<file path="src/rtl/dm_arb_pkg.sv">
// Shared definitions for the data-memory arbiter: FSM encoding, port indices
// and the per-beat address step.
package dm_arb_pkg;

  typedef enum logic {
    IDLE = 1'b0,
    BUSY = 1'b1
  } state_t;

  localparam int PORT_CPU   = 0;
  localparam int PORT_DMA   = 1;
  localparam int WORD_BYTES = 4;

  // Port index to one-hot grant vector.
  function automatic logic [1:0] port_onehot(input logic port);
    return port ? 2'b10 : 2'b01;
  endfunction

endpackage

</file>
<file path="src/rtl/dm_arbiter_if.sv">
// Requester-side bus of the data-memory arbiter; master = requesters,
// slave = arbiter.
interface dm_arbiter_if #(
  parameter int LEN_W = 4
);
  logic [1:0]       req;
  logic [1:0]       we;
  logic [31:0]      addr0;
  logic [31:0]      addr1;
  logic [LEN_W-1:0] len0;
  logic [LEN_W-1:0] len1;
  logic [31:0]      wdata0;
  logic [31:0]      wdata1;
  logic [1:0]       gnt;
  logic [1:0]       beat_ack;
  logic [1:0]       done;
  logic [31:0]      rdata;
  logic [1:0]       rvalid;

  modport master (
    output req, we, addr0, addr1, len0, len1, wdata0, wdata1,
    input  gnt, beat_ack, done, rdata, rvalid
  );

  modport slave (
    input  req, we, addr0, addr1, len0, len1, wdata0, wdata1,
    output gnt, beat_ack, done, rdata, rvalid
  );
endinterface

</file>
<file path="src/rtl/rr_pick2.sv">
// Combinational two-way round-robin picker; on a tie the port that was not
// granted last wins.
module rr_pick2 (
  input  logic [1:0] req,
  input  logic       last,
  output logic [1:0] pick
);

  always_comb begin
    pick = 2'b00;
    case (req)
      2'b01:   pick = 2'b01;
      2'b10:   pick = 2'b10;
      2'b11:   pick = last ? 2'b01 : 2'b10;
      default: pick = 2'b00;
    endcase
  end

endmodule

</file>
<file path="src/rtl/dm_arbiter.sv">
// Two-port burst arbiter in front of a single-ported data memory: CPU MEM
// stage on port 0, DMA/bridge on port 1, one beat per cycle while granted.
module dm_arbiter #(
  parameter int LEN_W      = 4,
  parameter int WORD_BYTES = 4
) (
  input  logic          clk,
  input  logic          reset,
  dm_arbiter_if.slave   bus,
  output logic [31:0]   dm_a,
  output logic [31:0]   dm_wd,
  output logic          dm_wr,
  input  logic [31:0]   dm_rd
);
  import dm_arb_pkg::*;

  state_t           state_reg, state_next;
  logic             port_reg, port_next;
  logic             last_reg, last_next;
  logic             we_reg, we_next;
  logic [31:0]      base_reg, base_next;
  logic [LEN_W-1:0] len_reg, len_next;
  logic [LEN_W-1:0] cnt_reg, cnt_next;
  logic [31:0]      rdata_reg;
  logic [1:0]       rvalid_reg;

  logic [1:0] pick;
  logic       busy;
  logic       last_beat;
  logic [1:0] port_oh;

  rr_pick2 u_pick (
    .req  (bus.req),
    .last (last_reg),
    .pick (pick)
  );

  assign busy      = (state_reg == BUSY);
  assign last_beat = busy && (cnt_reg == len_reg);
  assign port_oh   = port_onehot(port_reg);

  always_comb begin
    state_next = state_reg;
    port_next  = port_reg;
    last_next  = last_reg;
    we_next    = we_reg;
    base_next  = base_reg;
    len_next   = len_reg;
    cnt_next   = cnt_reg;
    case (state_reg)
      IDLE: begin
        if (|pick) begin
          state_next = BUSY;
          port_next  = pick[1];
          last_next  = pick[1];
          cnt_next   = '0;
          if (pick[1]) begin
            we_next   = bus.we[1];
            base_next = {bus.addr1[31:2], 2'b00};
            len_next  = bus.len1;
          end else begin
            we_next   = bus.we[0];
            base_next = {bus.addr0[31:2], 2'b00};
            len_next  = bus.len0;
          end
        end
      end
      BUSY: begin
        cnt_next = cnt_reg + 1'b1;
        if (last_beat) begin
          state_next = IDLE;
        end
      end
      default: state_next = IDLE;
    endcase
  end

  // Burst parameters are frozen at grant, so requester changes mid-burst are ignored.
  always_ff @(posedge clk or negedge reset) begin
    if (!reset) begin
      state_reg <= IDLE;
      port_reg  <= 1'b0;
      last_reg  <= 1'(PORT_DMA);
      we_reg    <= 1'b0;
      base_reg  <= '0;
      len_reg   <= '0;
      cnt_reg   <= '0;
    end else begin
      state_reg <= state_next;
      port_reg  <= port_next;
      last_reg  <= last_next;
      we_reg    <= we_next;
      base_reg  <= base_next;
      len_reg   <= len_next;
      cnt_reg   <= cnt_next;
    end
  end

  always_ff @(posedge clk or negedge reset) begin
    if (!reset) begin
      rdata_reg  <= '0;
      rvalid_reg <= '0;
    end else begin
      rvalid_reg <= (busy && !we_reg) ? port_oh : 2'b00;
      if (busy && !we_reg) begin
        rdata_reg <= dm_rd;
      end
    end
  end

  // Beat-side outputs decode straight from state so reset silences them at once.
  assign dm_a         = busy ? (base_reg + 32'(WORD_BYTES) * 32'(cnt_reg)) : 32'h0;
  assign dm_wr        = busy && we_reg;
  assign dm_wd        = port_reg ? bus.wdata1 : bus.wdata0;
  assign bus.gnt      = busy ? port_oh : 2'b00;
  assign bus.beat_ack = busy ? port_oh : 2'b00;
  assign bus.done     = last_beat ? port_oh : 2'b00;
  assign bus.rdata    = rdata_reg;
  assign bus.rvalid   = rvalid_reg;

endmodule

</file>
<file path="src/flat_wrapper.sv">
// flat-port wrapper written by rule: the top's interface ports become plain ports
module dm_arbiter_flat import dm_arb_pkg::*;
#(
  parameter int LEN_W      = 4,
  parameter int WORD_BYTES = 4
)
  (clk, reset, dm_a, dm_wd, dm_wr, dm_rd, bus_req, bus_we, bus_addr0, bus_addr1, bus_len0, bus_len1, bus_wdata0, bus_wdata1, bus_gnt, bus_beat_ack, bus_done, bus_rdata, bus_rvalid);
  dm_arbiter_if #(.LEN_W(LEN_W)) bus_i ();
  input  logic clk;
  input  logic reset;
  output logic [31:0] dm_a;
  output logic [31:0] dm_wd;
  output logic dm_wr;
  input  logic [31:0] dm_rd;
  input wire logic [$bits(bus_i.req)-1:0] bus_req;
  input wire logic [$bits(bus_i.we)-1:0] bus_we;
  input wire logic [$bits(bus_i.addr0)-1:0] bus_addr0;
  input wire logic [$bits(bus_i.addr1)-1:0] bus_addr1;
  input wire logic [$bits(bus_i.len0)-1:0] bus_len0;
  input wire logic [$bits(bus_i.len1)-1:0] bus_len1;
  input wire logic [$bits(bus_i.wdata0)-1:0] bus_wdata0;
  input wire logic [$bits(bus_i.wdata1)-1:0] bus_wdata1;
  output wire logic [$bits(bus_i.gnt)-1:0] bus_gnt;
  output wire logic [$bits(bus_i.beat_ack)-1:0] bus_beat_ack;
  output wire logic [$bits(bus_i.done)-1:0] bus_done;
  output wire logic [$bits(bus_i.rdata)-1:0] bus_rdata;
  output wire logic [$bits(bus_i.rvalid)-1:0] bus_rvalid;
  assign bus_i.req = bus_req;
  assign bus_i.we = bus_we;
  assign bus_i.addr0 = bus_addr0;
  assign bus_i.addr1 = bus_addr1;
  assign bus_i.len0 = bus_len0;
  assign bus_i.len1 = bus_len1;
  assign bus_i.wdata0 = bus_wdata0;
  assign bus_i.wdata1 = bus_wdata1;
  assign bus_gnt = bus_i.gnt;
  assign bus_beat_ack = bus_i.beat_ack;
  assign bus_done = bus_i.done;
  assign bus_rdata = bus_i.rdata;
  assign bus_rvalid = bus_i.rvalid;
  dm_arbiter #(.LEN_W(LEN_W), .WORD_BYTES(WORD_BYTES)) u_core (.clk(clk), .reset(reset), .bus(bus_i), .dm_a(dm_a), .dm_wd(dm_wd), .dm_wr(dm_wr), .dm_rd(dm_rd));
endmodule
</file>
<file path="config.mk">
export PLATFORM = sky130hd
export DESIGN_NAME = dm_arbiter_flat
export DESIGN_NICKNAME = d
export VERILOG_FILES = /design/src/rtl/dm_arb_pkg.sv /design/src/rtl/dm_arbiter_if.sv /design/src/rtl/rr_pick2.sv /design/src/rtl/dm_arbiter.sv /design/src/flat_wrapper.sv
export SDC_FILE = /design/constraint.sdc
export NUM_CORES = 1
export LEC_CHECK = 0
export ABC_AREA = 1
export ABC_CLOCK_PERIOD_IN_PS = 2300
export BUFFER_PORTS_ARGS = -buffer_cell sky130_fd_sc_hd__buf_2
export CORE_MARGIN = 8
export CORE_UTILIZATION = 45
export DETAILED_ROUTE_END_ITERATION = 12
export PLACE_DENSITY_LB_ADDON = 0.15
export SLEW_MARGIN = 20
export SYNTH_ARGS = -nofsm -noshare
export SYNTH_HDL_FRONTEND = slang
export SYNTH_SLANG_ARGS = --single-unit
</file>
<file path="constraint.sdc">
create_clock -name clk -period 2.3 [get_ports clk]
set_input_delay 0.23 -clock clk [delete_from_list [all_inputs] [get_ports clk]]
set_output_delay 0.23 -clock clk [all_outputs]
set_load 0.005 [all_outputs]
</file>
* After elaboration in Yosys (flattened, before gate mapping)
Index checks and enable logic that the tools add are counted.
Word-level totals: bits in registers 78, latch bits 0, memory bits (writable) 0, bits in read-only memories 0, output and inout bits 105, memories 0
Operators by class: add/sub/neg operators 2, multiply operators 0, divide/modulo/power cells 0, magnitude comparators 0, equality and inequality tests 5, shift operators 0, muxes and demuxes 16, bitwise logic cells 1, reduce and logical (&&, ||, !) cells 6
Operators by type and width (count):
- two-way mux 32 bit | 3
- adder 32 x 6 -> 32 bit | 1
- two-way mux 2 bit | 5
- two-way mux 4 bit | 2
- one-hot mux 4 bit (2 select lines) | 1
- one-hot mux 2 bit (3 select lines) | 1
- adder 4 x 1 -> 4 bit, second input constant | 1
- == test 2 bit, second input constant | 2
- == test 4 bit | 1
- logical AND 1 bit | 3
- two-way mux 1 bit | 3
- == test 2 x 1 -> 1 bit, second input constant | 1
- inequality test 2 x 1 -> 1 bit, second input constant | 1
- one-hot mux 1 bit (2 select lines) | 1
- AND reduction 2 bit | 1
- OR reduction 2 bit | 1
- logical NOT 1 bit | 1
- NOT 1 bit | 1

* Depth between registers and ports, before layout
Gate-level depths: netlist of run 1.
word-level depth 5, gate-level depth with buffers 12, mapped depth without buffers 12

* Cells and area by module
From an unflattened synthesis of run 1, not the netlist that was laid out.
Second synthesis, totals: cell total of the unflattened synthesis 697, area total of the unflattened synthesis 4938.5 sq um
Modules (own cells, without submodules):
- dm_arbiter | times used 1, cells each 692, area an instance 4917.2 sq um, sequential area each 1903.1 sq um
- rr_pick2 | times used 1, cells each 5, area an instance 21.3 sq um, sequential area each 0.0 sq um

* Least setup slack after synthesis of run 1
Ideal clock, no wire load.
path type register to output, start point register u_core.cnt_reg[0], end point output port dm_a[30], arrival 1782 ps, path slack 288 ps, stages on the path, launching flop included 13, buffers on the path 0, path through dfrtp_1 -> ha_1 -> inv_1 -> fa_1 -> inv_1 -> nand2_1 -> nand3_1 -> nand2_1 -> nor2_1 -> nand2_1 -> nand2_1 -> nand2_1 -> nor2_1
Between the ends: longest elaborated chain between the ends 2
Ends and longest elaborated chain:
- start, declared | line dm_arbiter.sv:23 | logic [LEN_W-1:0] cnt_reg, cnt_next;
- start signal, assigned | line dm_arbiter.sv:95 | cnt_reg <= cnt_next;
- adder 32 x 6 -> 32 bit | line dm_arbiter.sv:112 | assign dm_a = busy ? (base_reg + 32'(WORD_BYTES) * 32'(cnt_reg)) : 32'h0;
- two-way mux 32 bit | line dm_arbiter.sv:112
- end, declared | line flat_wrapper.sv:11 | output logic [31:0] dm_a;
No other way between the ends.

* Worst setup path after layout of run 1
start point register u_core.cnt_reg[0], end point output port dm_a[26]
The elaborated chain is that of the path after synthesis.

==> results of run 1 <==
-- worst max-delay path, delay by kind of cell (launching register included) --
family / cells / cell delay (ns)
adder cells (fa/ha/maj): 2 / 0.54
flip-flops: 1 / 0.36
buffers and inverters: 3 / 0.24
AND/OR/NAND/NOR: 8 / 0.66
-- report_power, final --
group          total [uW]  internal (uW)  leakage (uW)  switching [uW]
Sequential           2590           2020      0.000871             574
Combinational        5750           2620       0.00287            3130
Clock                1170            628      0.000112             538
-- worst max-delay path by stage --
| stage | slack (ns) | endpoint | depth (start not counted) | start |
|---|---|---|---|---|
| final | -0.09 | dm_a[26] | 13 | u_core.cnt_reg[0] |
| after global routing | -0.22 | dm_a[30] | 13 | u_core.base_reg[2] |
| after CTS | -0.15 | dm_a[26] | 13 | u_core.cnt_reg[0] |
| after detailed placement | 0.07 | dm_a[26] | 13 | u_core.cnt_reg[0] |
| after global placement | 0.09 | dm_a[26] | 13 | u_core.base_reg[2] |
| after floorplan | 0.29 | dm_a[30] | 12 | u_core.cnt_reg[0] |
-- repair_timing --
action / 4_1_cts / 5_1_grt
setup endpoints to repair: 24 / 40
hold buffers: 1 / 0
gates cloned: 0 / 1
setup buffers: 2 / 8
hold endpoints to repair: 40 / 0
pin swaps: 9 / 24
gates resized for setup: 28 / 33
-- logic make-up (layout without fill, tap and decap cells) --
kind of cell,after synthesis,after routing,share of synthesized area
AOI/OAI and AO/OA,63,63,0.07588
and+or+nand+nor,427,428,0.3435
adders and majority gates,6,6,0.01692
buffers and inverters,72,354,0.06793
other,1,2,0.0007683
muxes,32,32,0.09613
xor gates and xnor gates,5,5,0.008972
DFF,76,76,0.3899
-- through the flow --
step | instance area, um2 | setup WS [ns]
6_report | 6933 | -0.08915
3_3_place_gp | 6370 | 0.08843
4_1_cts | 6730 | -0.1533
3_5_place_dp | 6370 | 0.06622
2_1_floorplan | 4885 | 0.2878
5_1_grt | 6933 | -0.2198
-- area by class of cell --
| type | count | area (um2) |
|---|---|---|
| Tap cell | 140 | 175.2 |
| Multi-Input combinational cell | 536 | 2887 |
| Fill cell | 1033 | 3765 |
| Clock buffer | 9 | 123.9 |
| Inverter | 40 | 156.4 |
| Clock inverter | 7 | 105.1 |
| Sequential cell | 76 | 1904 |
| Timing Repair Buffer | 298 | 1582 |
-- synthesized netlist by cell type (2+ instances only) --
| master | instances | area (um2) |
|---|---|---|
| mux2_4 | 29 | 435.4 |
| nor3_1 | 6 | 30.03 |
| nand4_1 | 7 | 43.79 |
| buf_2 | 8 | 40.04 |
| mux2_2 | 3 | 33.78 |
| inv_1 | 36 | 135.1 |
| nand3b_1 | 3 | 22.52 |
| buf_6 | 4 | 45.04 |
| nor2_1 | 109 | 409.1 |
| o21ai_0 | 14 | 70.07 |
| dfrtp_1 | 75 | 1877 |
| nand3_1 | 20 | 100.1 |
| clkbuf_1 | 14 | 52.55 |
| ha_1 | 5 | 62.56 |
| a31oi_1 | 35 | 219.0 |
| xor2_1 | 4 | 35.03 |
| nor2_2 | 2 | 12.51 |
| nand2_1 | 277 | 1040 |
| buf_4 | 5 | 37.54 |
| inv_2 | 2 | 7.510 |
| a21oi_1 | 10 | 50.05 |
-- routing by layer --
metal  global-route usage  vias up
met1               0.2894     2459
met3              0.07891       10
met2               0.3681      231
met5                    0        -
met4              0.03825        0
li1                     -     2729
==> flow_metrics.tcl, run 1 <==
set metrics [dict create \
    drive_gt1_frac 0.4110 \
    ys.flop_type "dfrtp_1" \
    max_slew_margin 0.3035 \
    skew_ns 0.008146 \
    yosysUniqueCellTypes 35 \
    endpoint_kind "primary output" \
    drtIter0Drc 467 \
    cp_data_arrival_time_ns 2.16 \
    hold_path_depth 2 \
    largest_reg_flops 32 \
    firstDrtPassIters 5 \
    slew_violations 0 \
    synth_seq_cells 76 \
    slowest_stage "dfrtp_1" \
    dpl.cell_count 1078 \
    crit_path_max_fanout 6 \
    grt_pass1_vias 5228 \
    r2r-end "u_core.bus.rdata[1]" \
    fin_crit_sh 1.039 \
    core-area_mm2 0.01070 \
    nets 1141 \
    highest_layer "met4" \
    route.met2.wl_mm 8.150 \
    port_buffers 272 \
    fin_cells 1106 \
    path_cells "ha_2 > inv_2 > fa_2 > inv_2 > nand2_2 > nand3_2 > nand2_4 > nor2_4 > nand2_1 > nand2_1 > nand2_1 > nor2_2 > buf_2" \
    grt_overflow_total 0 \
    period_needed_ns 2.389 \
    ios 279 \
    rsz0062_at_grt "yes" \
    ctsHtreeMaxLevel 3 \
    clock_latency_ns 0.35 \
    vias_per_cell 4.909 \
    avgSynthCellArea_um2 7.157 \
    cts_buffers 9 \
    die-height_um 120.1 \
    status "finished, violations left" \
    wl_per_cell_um 15.50 \
    cp.required_ns 2.07 \
    critPathMostFrequentCell "nand2_1" \
    finalSetupTns_ns -0.4613 \
    r2r_start "u_core.busy" \
    hpwl_mm 13.35 \
    worstMarginPinSlew_ns 1.045 \
    peakVddDrop_uv 571.3 \
    cap_violations 0 \
    max_freq_mhz 418.6 \
    start_kind "flip-flop" \
    failed_checks "setup timing" \
    num_vias 5429 \
    reg2reg_slack_ns 0.31 \
    wl_met3_mm 1.661 \
    synth_warnings 0 \
    setup_viol 9 \
    path_class "flip-flop to primary output" \
    holdCritStartpoint "dm_rd[10]" \
    synthArstFlopShare 1.000 \
    area_delta_synth_final_pct 42.04 \
    clkTransAtPathRegs_ns 0.09 \
    cts_root_buf "clkbuf_8" \
    clock_path_buffers 2 \
    slowest_delay_ns 0.36 \
    drc_errors 0 \
    finalPower_uw 9512 \
    clock-sinks 76 \
    start_util 0.4563 \
    cellPowerDensity_mw_per_mm2 1372 \
    dieWidth_um 120.1 \
    syn_inst 682 \
    layout.cells.most_common "buf_2" \
    reg2reg_depth 3 \
    netlist_area_mm2 0.004881 \
    gp_congestion 0.8889 \
    synth_edf_count 0 \
    cts_tree "built" \
    whs_endpoint "u_core.bus.rdata[10]" \
    wl_mm 17.15 \
    fin_ws_ns -0.08915 \
    grt_max_degree 44 \
    num_rows 38 \
    yosysSeqAreaShare 0.3899 \
    hp-class "primary input to flip-flop" \
    p_leak_uw 0.003849 \
    layout_common_cells "buf_2, nand2_1, nor2_1" \
    dieArea_mm2 0.01443 \
    met1_length_mm 7.232 \
    hold_violations 0 \
    track_usage 0.2267 \
    antenna_found_initial 0 \
    ant_nets 0 \
    grt_pass1_wl_mm 26.78 \
    antennaDiodeCount 0 \
    worst_hold_slack_ns 0.1067 \
    finish.utilization 0.6481 \
]
(Power assumes the default switching activity.)
==> inputs of run 2 (changes only) <==
--- a/config.mk
+++ b/config.mk
@@ -8,7 +8,7 @@
 export ABC_AREA = 1
 export ABC_CLOCK_PERIOD_IN_PS = 2300
 export BUFFER_PORTS_ARGS = -buffer_cell sky130_fd_sc_hd__buf_2
-export CORE_MARGIN = 8
+export CORE_MARGIN = 3
 export CORE_UTILIZATION = 45
 export DETAILED_ROUTE_END_ITERATION = 12
 export PLACE_DENSITY_LB_ADDON = 0.15
@@ -16,3 +16,4 @@
 export SYNTH_ARGS = -nofsm -noshare
 export SYNTH_HDL_FRONTEND = slang
 export SYNTH_SLANG_ARGS = --single-unit
+export TNS_END_PERCENT = 1
==> flow_metrics.tcl, run 2 (synthesized netlist as in run 1, its figures left out) <==
set metrics [dict create \
    num_vias 5375 \
    clock_path_buffers 2 \
    cts_root_buf "clkbuf_8" \
    wl_per_cell_um 14.54 \
    drive_gt1_frac 0.3848 \
    area_delta_synth_final_pct 37.89 \
    critPathMostFrequentCell "nor2_1" \
    ios 279 \
    cts_tree "built" \
    cap_violations 0 \
    r2r_start "u_core.busy" \
    grt_max_degree 49 \
    crit_path_max_fanout 4 \
    hpwl_mm 12.28 \
    status "finished, violations left" \
    path_class "flip-flop to primary output" \
    reg2reg_depth 3 \
    port_buffers 272 \
    switchingPower_uw 4058 \
    wl_mm 15.92 \
    slowest_delay_ns 0.37 \
    largest_reg_flops 32 \
    grt_pass1_vias 4937 \
    grt_overflow_total 0 \
    dpl.cell_count 1074 \
    max_slew_margin 0.2825 \
    finalSetupTns_ns -0.5493 \
    cp_num_buf_inv 3 \
    drc_errors 0 \
    fin_cells 1095 \
    ctsHtreeMaxLevel 3 \
    pwr-share-comb 0.593 \
    die-height_um 110.1 \
    hold_violations 0 \
    max_freq_mhz 415.0 \
    cts_buffers 9 \
    start_util 0.4686 \
    whs_endpoint "u_core.bus.rdata[29]" \
    endpoint_kind "primary output" \
    worst_hold_slack_ns 0.1002 \
    slowest_stage "dfrtp_1" \
    start_kind "flip-flop" \
    clkTransAtPathRegs_ns 0.09 \
    cp.required_ns 2.07 \
    vias_per_cell 4.909 \
    p_leak_uw 0.003780 \
    fin_ws_ns -0.1095 \
    firstDrtPassIters 7 \
    critical-path-top-delay-family "adder cells" \
    track_usage 0.2508 \
    slew_violations 0 \
    dieArea_mm2 0.01213 \
    pwr-share-clk 0.118 \
    holdCritStartpoint "dm_rd[29]" \
    rsz0062_at_grt "yes" \
    antennaDiodeCount 0 \
    dieWidth_um 110.1 \
    cellPowerDensity_mw_per_mm2 1346 \
    clock_latency_ns 0.35 \
    num_rows 37 \
    gp_congestion 0.9369 \
    seqPwrFrac 0.289 \
    setup_viol 10 \
    layout_common_cells "nand2_1, buf_2, nor2_1" \
    path_cells "ha_2 > inv_2 > fa_2 > o21ai_0 > buf_4 > nand3b_1 > nor2_1 > nor2_1 > nor2_1 > buf_2" \
    antenna_found_initial 0 \
    reg2reg_slack_ns 0.48 \
    worstMarginPinSlew_ns 1.076 \
    peakVddDrop_uv 665.0 \
    cp_data_arrival_time_ns 2.18 \
    drtIter0Drc 269 \
    hold_path_depth 2 \
    hp-class "primary input to flip-flop" \
    p_int_uw 5003 \
    r2r-end "u_core.bus.rdata[2]" \
    finalPower_uw 9061 \
    finish.utilization 0.6461 \
    fin_crit_sh 1.048 \
    core-area_mm2 0.01042 \
    failed_checks "setup timing" \
    grt_pass1_wl_mm 23.76 \
    ant_nets 0 \
    swShare 0.4479 \
    nets 1134 \
    clock-sinks 76 \
    skew_ns 0.01323 \
    period_needed_ns 2.409 \
]
run 2: per-layer routing:
metal,vias up,GRT usage,part of all wire
li1,2717,-,-
met1,2429,0.3232,0.41
met2,216,0.4237,0.49
met3,13,0.05533,0.084
met4,0,0.07212,0.013
met5,-,0,0
run 2: timing repair:
item,CTS,global route
resized for setup,15,14
setup buffers,1,3
setup endpoints to repair,24,48
hold endpoints to repair,47,0
pin swaps,3,6
hold buffers,1,0
run 2: through the flow:
stage / worst slack [ns] / instance area [um2]
2_1_floorplan: 0.2878 / 4885
3_3_place_gp: 0.1404 / 6377
3_5_place_dp: 0.1023 / 6377
4_1_cts: -0.1169 / 6669
5_1_grt: -0.2181 / 6730
6_report: -0.1095 / 6730
run 2: layout make-up:
| cell class | count | area [um2] |
|---|---|---|
| inverters | 40 | 156.4 |
| clock buffers | 9 | 123.9 |
| fillers | 1040 | 3686 |
| clock inverters | 7 | 81.33 |
| repair buffers | 292 | 1541 |
| well taps | 136 | 170.2 |
| multi-input cells | 535 | 2753 |
| flip-flops and latches | 76 | 1904 |
run 2: power by group through the flow:
stage	sequential, uW	clock (uW)	combinational [uW]
floorplan	2500	0	3210
global placement	2570	0	5020
detailed placement	2600	0	5070
CTS	2590	1090	5240
global route	2720	1140	6010
finish	2620	1070	5370
run 2: how the worst max path moves through the flow:
stage                                  start  endpoint  slack [ns]  cells past startpoint
after detailed placement   u_core.cnt_reg[0]  dm_a[26]        0.10                     13
after CTS                  u_core.cnt_reg[0]  dm_a[26]       -0.12                     13
after floorplan            u_core.cnt_reg[0]  dm_a[30]        0.29                     12
after global placement     u_core.cnt_reg[0]  dm_a[26]        0.14                     13
after global routing      u_core.base_reg[2]  dm_a[26]       -0.22                     13
final                      u_core.cnt_reg[0]  dm_a[20]       -0.11                     10
